$ cat src/rtl/bit_counter_ctrl.sv
// Control FSM for the bit-counter datapath: operand handshake, load/shift/done
// sequencing and a held result handshake. Optional early exit: BC_EARLY_EXIT_EN.
module bit_counter_ctrl #(
  parameter int WIDTH = 8
) (
  input  logic       clk,
  input  logic       reset,
  input  logic       in_valid,
  output logic       in_ready,
  input  logic       z,
  input  logic [3:0] result_in,
  output logic       load_b,
  output logic       result_shift,
  output logic       done,
  output logic       out_valid,
  output logic [3:0] out_result,
  input  logic       out_ready
);

  localparam int CNT_W = (WIDTH > 1) ? $clog2(WIDTH) : 1;
  localparam logic [CNT_W-1:0] LAST_CNT = CNT_W'(WIDTH - 1);

  if (WIDTH < 1 || WIDTH > 15) begin : g_width_check
    $error("bit_counter_ctrl: WIDTH must be in 1..15");
  end

  typedef enum logic [1:0] {
    S_IDLE,
    S_SHIFT,
    S_DONE,
    S_HOLD
  } state_t;

  state_t           r_state;
  logic [CNT_W-1:0] r_shift_cnt;
  logic             w_early_exit;

`ifdef BC_EARLY_EXIT_EN
  // Remaining operand already zero: further shifts cannot add to the count.
  assign w_early_exit = z;
`else
  logic w_unused_z;
  assign w_unused_z   = z;
  assign w_early_exit = 1'b0;
`endif

  assign in_ready = (r_state == S_IDLE);

  // NOTE: every strobe gets a default before the case so no path leaves one
  // unassigned; a missing default here would infer a latch.
  always_comb begin
    load_b       = 1'b0;
    result_shift = 1'b0;
    done         = 1'b0;
    unique case (r_state)
      S_IDLE:  load_b       = in_valid;
      S_SHIFT: result_shift = ~w_early_exit;
      S_DONE:  done         = 1'b1;
      default: ;
    endcase
  end

  // NOTE: sequential state uses non-blocking assignments so every register
  // samples pre-edge values regardless of statement order.
  always_ff @(posedge clk) begin
    if (reset) begin
      r_state     <= S_IDLE;
      r_shift_cnt <= '0;
      out_valid   <= 1'b0;
      out_result  <= 4'h0;
    end else begin
      unique case (r_state)
        S_IDLE: begin
          if (in_valid) begin
            r_shift_cnt <= '0;
            r_state     <= S_SHIFT;
          end
        end
        S_SHIFT: begin
          if (w_early_exit) begin
            r_state <= S_DONE;
          end else begin
            r_shift_cnt <= r_shift_cnt + CNT_W'(1);
            if (r_shift_cnt == LAST_CNT) r_state <= S_DONE;
          end
        end
        S_DONE: begin
          out_result <= result_in;
          out_valid  <= 1'b1;
          r_state    <= S_HOLD;
        end
        S_HOLD: begin
          if (out_ready) begin
            out_valid <= 1'b0;
            r_state   <= S_IDLE;
          end
        end
        default: r_state <= S_IDLE;
      endcase
    end
  end

`ifndef SYNTHESIS
  always_ff @(posedge clk) begin
    if (!reset) begin
      assert ($onehot0({load_b, result_shift, done}))
        else $error("bit_counter_ctrl: more than one datapath strobe high");
    end
  end
`endif

endmodule

$ cat config.mk
export PLATFORM = sky130hd
export DESIGN_NAME = bit_counter_ctrl
export DESIGN_NICKNAME = d
export VERILOG_FILES = /design/src/rtl/bit_counter_ctrl.sv
export SDC_FILE = /design/constraint.sdc
export NUM_CORES = 1
export LEC_CHECK = 0
export CORE_MARGIN = 2
export CORE_UTILIZATION = 37
export DETAILED_ROUTE_END_ITERATION = 8
export PLACE_DENSITY_LB_ADDON = 0.05
export SYNTH_ARGS = -nofsm -noshare
export SYNTH_HDL_FRONTEND = slang
export SYNTH_SLANG_ARGS = --single-unit
$ cat constraint.sdc
create_clock -name clk -period 1.25 [get_ports clk]
set_input_delay 0.25 -clock clk [delete_from_list [all_inputs] [get_ports clk]]
set_output_delay 0.25 -clock clk [all_outputs]
set_load 0.02 [all_outputs]
==> results_dict.tcl, run 1 <==
set metrics [dict create \
    run_status "finished with violations" \
    violations "setup timing" \
    fin_crit_ns 1.326 \
    avgSynthCellArea_um2 9.764 \
    cts_htree_levels 1 \
    synth_top_area_share_pct 40.20 \
    fin_crit_sh_pct 106.1 \
    cellInternalPower_w 0.001195 \
    slew_viol_final 0 \
    netlist_area_um2 498.0 \
    routed_wl_mm 1.066 \
    synthTopCellsByCount "dfxtp_1 (10), nor2_1 (8), ha_1 (6), mux2i_1 (6)" \
    crit_arrival_ns 1.08 \
    routed_via_density 4.604 \
    pre_cts_ws_ns -0.4326 \
    cts_sinks 10 \
    cts_tree "done" \
    grt_use_total_pct 15.44 \
    worstHoldPathType "reg -> reg" \
    detail_route.first_pass.iterations 4 \
    ys.flop_type "dfxtp_1" \
    power-per-cell-area_nw_per_um2 2207 \
    syn_inst 51 \
    core_um2 1285 \
    rsz0062_at_grt "true" \
    swShare_pct 37.40 \
    dr_total_vias 442 \
    ys_types 17 \
    die-height_um 40.69 \
    path_max_fanout 3 \
    n_antenna_cell 0 \
    finalSetupViolations 4 \
    synth_seq_cells 10 \
    initial_core_util_pct 38.75 \
    syn_nets 66 \
    port_buffers 16 \
    root_buffer "clkbuf_4" \
    drive_gt1_share_pct 40.74 \
    pwr-share-seq_pct 23.3 \
    num_io_pins 18 \
    max_slew_margin_pct 84.47 \
    synth_area_leaders "dfxtp_1 (40%), ha_1 (15%), mux2i_1 (12%), nor2_1 (6.0%), o221a_4 (4.0%)" \
    grt_pass1_wl_mm 1.531 \
    cts_buffer_depth 2 \
    crit_type "reg -> out" \
    synthToLayoutAreaGrowth_pct 73.62 \
    nNetsFinal 97 \
    leakage_nw 0.3933 \
    gp_congestion 0.6295 \
    overflow 0 \
    ir_drop_mv 0.9248 \
    row_count 13 \
    finClkSkew_ns 0.007186 \
    setup_slack_ns -0.07602 \
    grt_pass1_vias 368 \
    clk_pin_slew_ns 0.07 \
    die_w_um 40.69 \
    cap_violations 0 \
    finalNonFillerCells 96 \
    grt_max_degree 7 \
    hold_violations 0 \
    clkPwrFrac_pct 15.7 \
    yosysWarnings 0 \
    ys_seq_area_share_pct 40.20 \
    comb_power_share_pct 61.0 \
    hold_buffers 0 \
    crit_path_start_kind "register" \
    cts-buffers-inserted 3 \
    ant_nets 0 \
    synthArstFlopShare_pct 0 \
    fmax_ghz 0.7541 \
    synth_edf_count 0 \
    synthMostInstantiatedCell "dfxtp_1" \
    drt_drc_violations_left 0 \
    routedWlPerCell_um 11.10 \
    antenna_found_initial 0 \
    p_switching_w 0.0007137 \
    required_ns 1.00 \
    worst_setup_path_end_kind "output port" \
    max_stage_delay_ns 0.34 \
    cts_setup_buffers 0 \
    die-area_um2 1655 \
    drt-initial-drc-count 1 \
    hpwl_um 853.4 \
    yosysTopAreaCell "dfxtp_1" \
    clock_latency_ns 0.28 \
    worstMarginPinSlew_ns 0.2339 \
    cp_cell_sequence "inv_2 -> ha_4 -> and2_4 -> buf_6" \
    cp_slowest_cell "dfxtp_2" \
    dp_cells 92 \
]
==> repair_timing <==
action                                  CTS  global route
pin swaps                                 1             1
endpoints found under the setup margin   14             8
resized for setup                        34             4
==> sequential cells by signal, summed over array words and instances (netlist names) <==
| name | flops |
|---|---|
| out_result | 4 |
| r_state | 2 |
| r_shift_cnt | 3 |
| out_valid | 1 |
==> logic make-up after synthesis <==
kind of cell             share of synthesized area, %
adder cells (fa/ha/maj)                         15.07
AND/OR/NAND/NOR                                 13.07
AO/OA/AOI/OAI                                   13.82
multiplexers                                    12.06
buffers and inverters                           5.777
flip-flops                                      40.20
==> power by group through the flow <==
stage / Sequential [W] / Clock [W] / Combinational [W]
6_report: 0.000445 / 0.000300 / 0.00116
2_1_floorplan: 0.000514 / 0 / 0.000586
3_3_place_gp: 0.000446 / 0 / 0.00105
5_1_grt: 0.000454 / 0.000316 / 0.00127
4_1_cts: 0.000445 / 0.000309 / 0.00114
3_5_place_dp: 0.000448 / 0 / 0.00106
==> cell type report <==
class                      instances  area [um2]
clock buffer                       4       36.28
fill                             106       420.4
multi-input combinational         34       331.6
timing repair buffer              28       254.0
tap                               15       18.77
inverter                           5       21.27
sequential                        10       202.7
==> per-stage QoR <==
step	cell area [um2]	hold WS [ns]	utilization, %	TNS [ns]	power, W
2_1_floorplan	536.8	0.3972	-	0	0.001100
3_3_place_gp	795.8	0.4580	61.93	-1.684	0.001497
3_5_place_dp	795.8	0.4659	61.93	-1.742	0.001512
4_1_cts	853.3	0.4753	66.41	-0.2690	0.001889
6_report	864.6	0.4718	67.28	-0.2176	0.001908
5_1_grt	864.6	0.5060	67.28	-0.4916	0.002041
==> layout by cell type, fill, tap and decap left out, drive strengths merged <==
cell and instances:
nand3b 1, o221a 1, buf 16, clkdlybuf4s50 7
a22oi 1, o221ai 1, and2 1, clkbuf 4
nand2b 1, nand2 4, dfxtp 10, mux2i 6
ha 6, nor2 8, o211a 1, inv 5
a32oi 2, a21oi 1, dlygate4sd2 5
==> per-layer routing <==
metal | global-route usage [%] | routed length (um) | vias to the layer above
met2 | 24.21 | 496 | 10
li1 | - | - | 235
met4 | 10.00 | 20 | 0
met3 | 6.522 | 57 | 2
met1 | 16.94 | 491 | 195
met5 | 0 | 0 | -
==> worst max-delay path, delay by kind of cell (launching register included) <==
family,cells,cell delay [ns]
and+or+nand+nor,1,0.13
adders and majority gates,1,0.16
DFF,1,0.34
buffers and inverters,2,0.17
==> final timing paths <==
| check | to | depth (start not counted) | from | slack [ns] |
|---|---|---|---|---|
| max | load_b | 4 | r_state[1]$_SDFFE_PP0P_ | -0.08 |
| min | r_shift_cnt[0]$_SDFFE_PP0P_ | 2 | r_shift_cnt[0]$_SDFFE_PP0P_ | 0.47 |
| max reg2reg | r_state[0]$_SDFFE_PP0P_ | 7 | r_state[1]$_SDFFE_PP0P_ | -0.05 |
| min reg2reg | r_shift_cnt[0]$_SDFFE_PP0P_ | 2 | r_shift_cnt[0]$_SDFFE_PP0P_ | 0.47 |
Note: power is estimated with default switching activity, not from simulation.
==> run 2, diff against run 1 <==
Settings changed: CORE_MARGIN 2 to unset, SLEW_MARGIN set to 25.
==> results_dict.tcl, run 2 (same netlist as run 1, synthesis figures left out) <==
set metrics [dict create \
    run_status "finished with violations" \
    violations "setup timing" \
    ant_nets 0 \
    setup-tns-final_ns -0.3169 \
    drive_gt1_share_pct 41.98 \
    grt_max_degree 7 \
    die-height_um 38.69 \
    port_buffers 16 \
    synthToLayoutAreaGrowth_pct 75.63 \
    detail_route.first_pass.iterations 3 \
    leakage_nw 0.3958 \
    ir_drop_mv 1.502 \
    root_buffer "clkbuf_4" \
    cts-buffers-inserted 3 \
    final_cell_mix "buf_4 (9), nor2_1 (8), dfxtp_1 (8)" \
    finClkSkew_ns 0.01358 \
    dp_cells 90 \
    grt_pass1_vias 443 \
    utilization_pct 74.68 \
    worst_setup_path_end_kind "output port" \
    crit_type "reg -> out" \
    routedWlPerCell_um 13.00 \
    crit_path_start_kind "register" \
    grt_pass1_wl_mm 1.897 \
    largest-register "out_result" \
    antenna_found_initial 0 \
    die-area_um2 1497 \
    routed_wl_mm 1.235 \
    final_common_cell "buf_4" \
    gp_congestion 0.7104 \
    num_io_pins 18 \
    worstMarginPinSlew_ns 0.2260 \
    finalSetupViolations 5 \
    n_antenna_cell 0 \
    cts_sinks 10 \
    cap_violations 0 \
    clock_latency_ns 0.27 \
    crit_family "flip-flops" \
    nNetsFinal 97 \
    drt-initial-drc-count 1 \
    holdWs_ns 0.4778 \
    hpwl_um 865.1 \
    routed_via_density 4.958 \
    initial_core_util_pct 42.52 \
    required_ns 1.00 \
    die_w_um 38.69 \
    grt_use_total_pct 19.69 \
    path_max_fanout 3 \
    core_um2 1171 \
    fin_crit_ns 1.342 \
    max_stage_delay_ns 0.34 \
    largest_reg_flops 4 \
    power-per-cell-area_nw_per_um2 2253 \
    fmax_ghz 0.7454 \
    fin_crit_sh_pct 107.3 \
    worstHoldPathType "reg -> reg" \
    hold_violations 0 \
    cts_tree "done" \
    clk_pin_slew_ns 0.07 \
    cts_buffer_depth 2 \
    rsz0062_at_grt "true" \
    slew_viol_final 0 \
    finalNonFillerCells 95 \
    worst-path-buf-inv 2 \
    drt_drc_violations_left 0 \
    cts_htree_levels 1 \
    row_count 12 \
    max_slew_margin_pct 84.99 \
    crit_arrival_ns 1.09 \
    dr_total_vias 471 \
    cp_slowest_cell "dfxtp_2" \
    overflow 0 \
    cp_cell_sequence "inv_2 -> ha_4 -> and2_4 -> buf_6" \
    setup_slack_ns -0.09162 \
    top_regs "out_result: 4 flops, r_shift_cnt: 3 flops, r_state: 2 flops" \
]
run 2: where the power goes:
| group | leakage, nW | internal [W] | switching (W) |
|---|---|---|---|
| sequential | 0.0820 | 0.000404 | 0.0000470 |
| clock | 0.0210 | 0.000177 | 0.000115 |
| combinational | 0.293 | 0.000647 | 0.000581 |
| total | 0.396 | 0.00123 | 0.000743 |
run 2: routing by layer:
layer | GRT usage, % | part of all wire, % | vias to the layer above | routed length [um]
met5 | 0 | 0 | - | 0
met4 | 10.34 | 2.2 | 0 | 27
met3 | 8.671 | 4.4 | 4 | 54
met2 | 29.58 | 50 | 9 | 619
met1 | 23.24 | 43 | 223 | 534
li1 | - | - | 235 | -
run 2: worst reg2reg max path, stage by stage (launching register included):
cell,delay [ns]
dfxtp_2,0.33
inv_2,0.08
buf_6,0.10
ha_4,0.14
buf_6,0.12
inv_4,0.03
o221a_4,0.21
o211a_1,0.21
run 2: per-stage QoR:
step	setup slack, ns	total power, W	instance area, um2
CTS	-0.1114	0.001901	849.6
global placement	-0.4242	0.001495	787.0
detailed placement	-0.4338	0.001518	787.0
global route	-0.1305	0.002094	874.6
floorplan	0.003815	0.001100	536.8
finish	-0.09162	0.001971	874.6
run 2: path summary, 6_finish.rpt:
| kind | start | endpoint | slack (ns) | cells past startpoint |
|---|---|---|---|---|
| setup / recovery | r_state[1]$_SDFFE_PP0P_ | load_b | -0.09 | 4 |
| hold / removal | r_shift_cnt[0]$_SDFFE_PP0P_ | r_shift_cnt[0]$_SDFFE_PP0P_ | 0.48 | 2 |
| setup reg to reg | r_state[1]$_SDFFE_PP0P_ | r_state[0]$_SDFFE_PP0P_ | -0.09 | 7 |
| hold reg to reg | r_shift_cnt[0]$_SDFFE_PP0P_ | r_shift_cnt[0]$_SDFFE_PP0P_ | 0.48 | 2 |
run 2: layout make-up:
type                       count  area [um2]
clock buffer                   4       36.28
sequential                    10       202.7
fill                          82       296.5
timing repair buffer          28       255.2
tap                           14       17.52
multi-input combinational     34       341.6
inverter                       5       21.27
run 2: repair_timing:
action,in CTS,in global routing
pin swaps,3,6
gates resized for setup,34,6
hold buffers,0,0
buffers inserted,0,1
endpoints found under the setup margin,14,10
endpoints found under the hold margin,0,0
==> run 3, diff against run 2 <==
Settings changed: CORE_MARGIN set to 2.
==> results of run 3 <==
Final layout, timing and power as in run 1 (identical DEF).
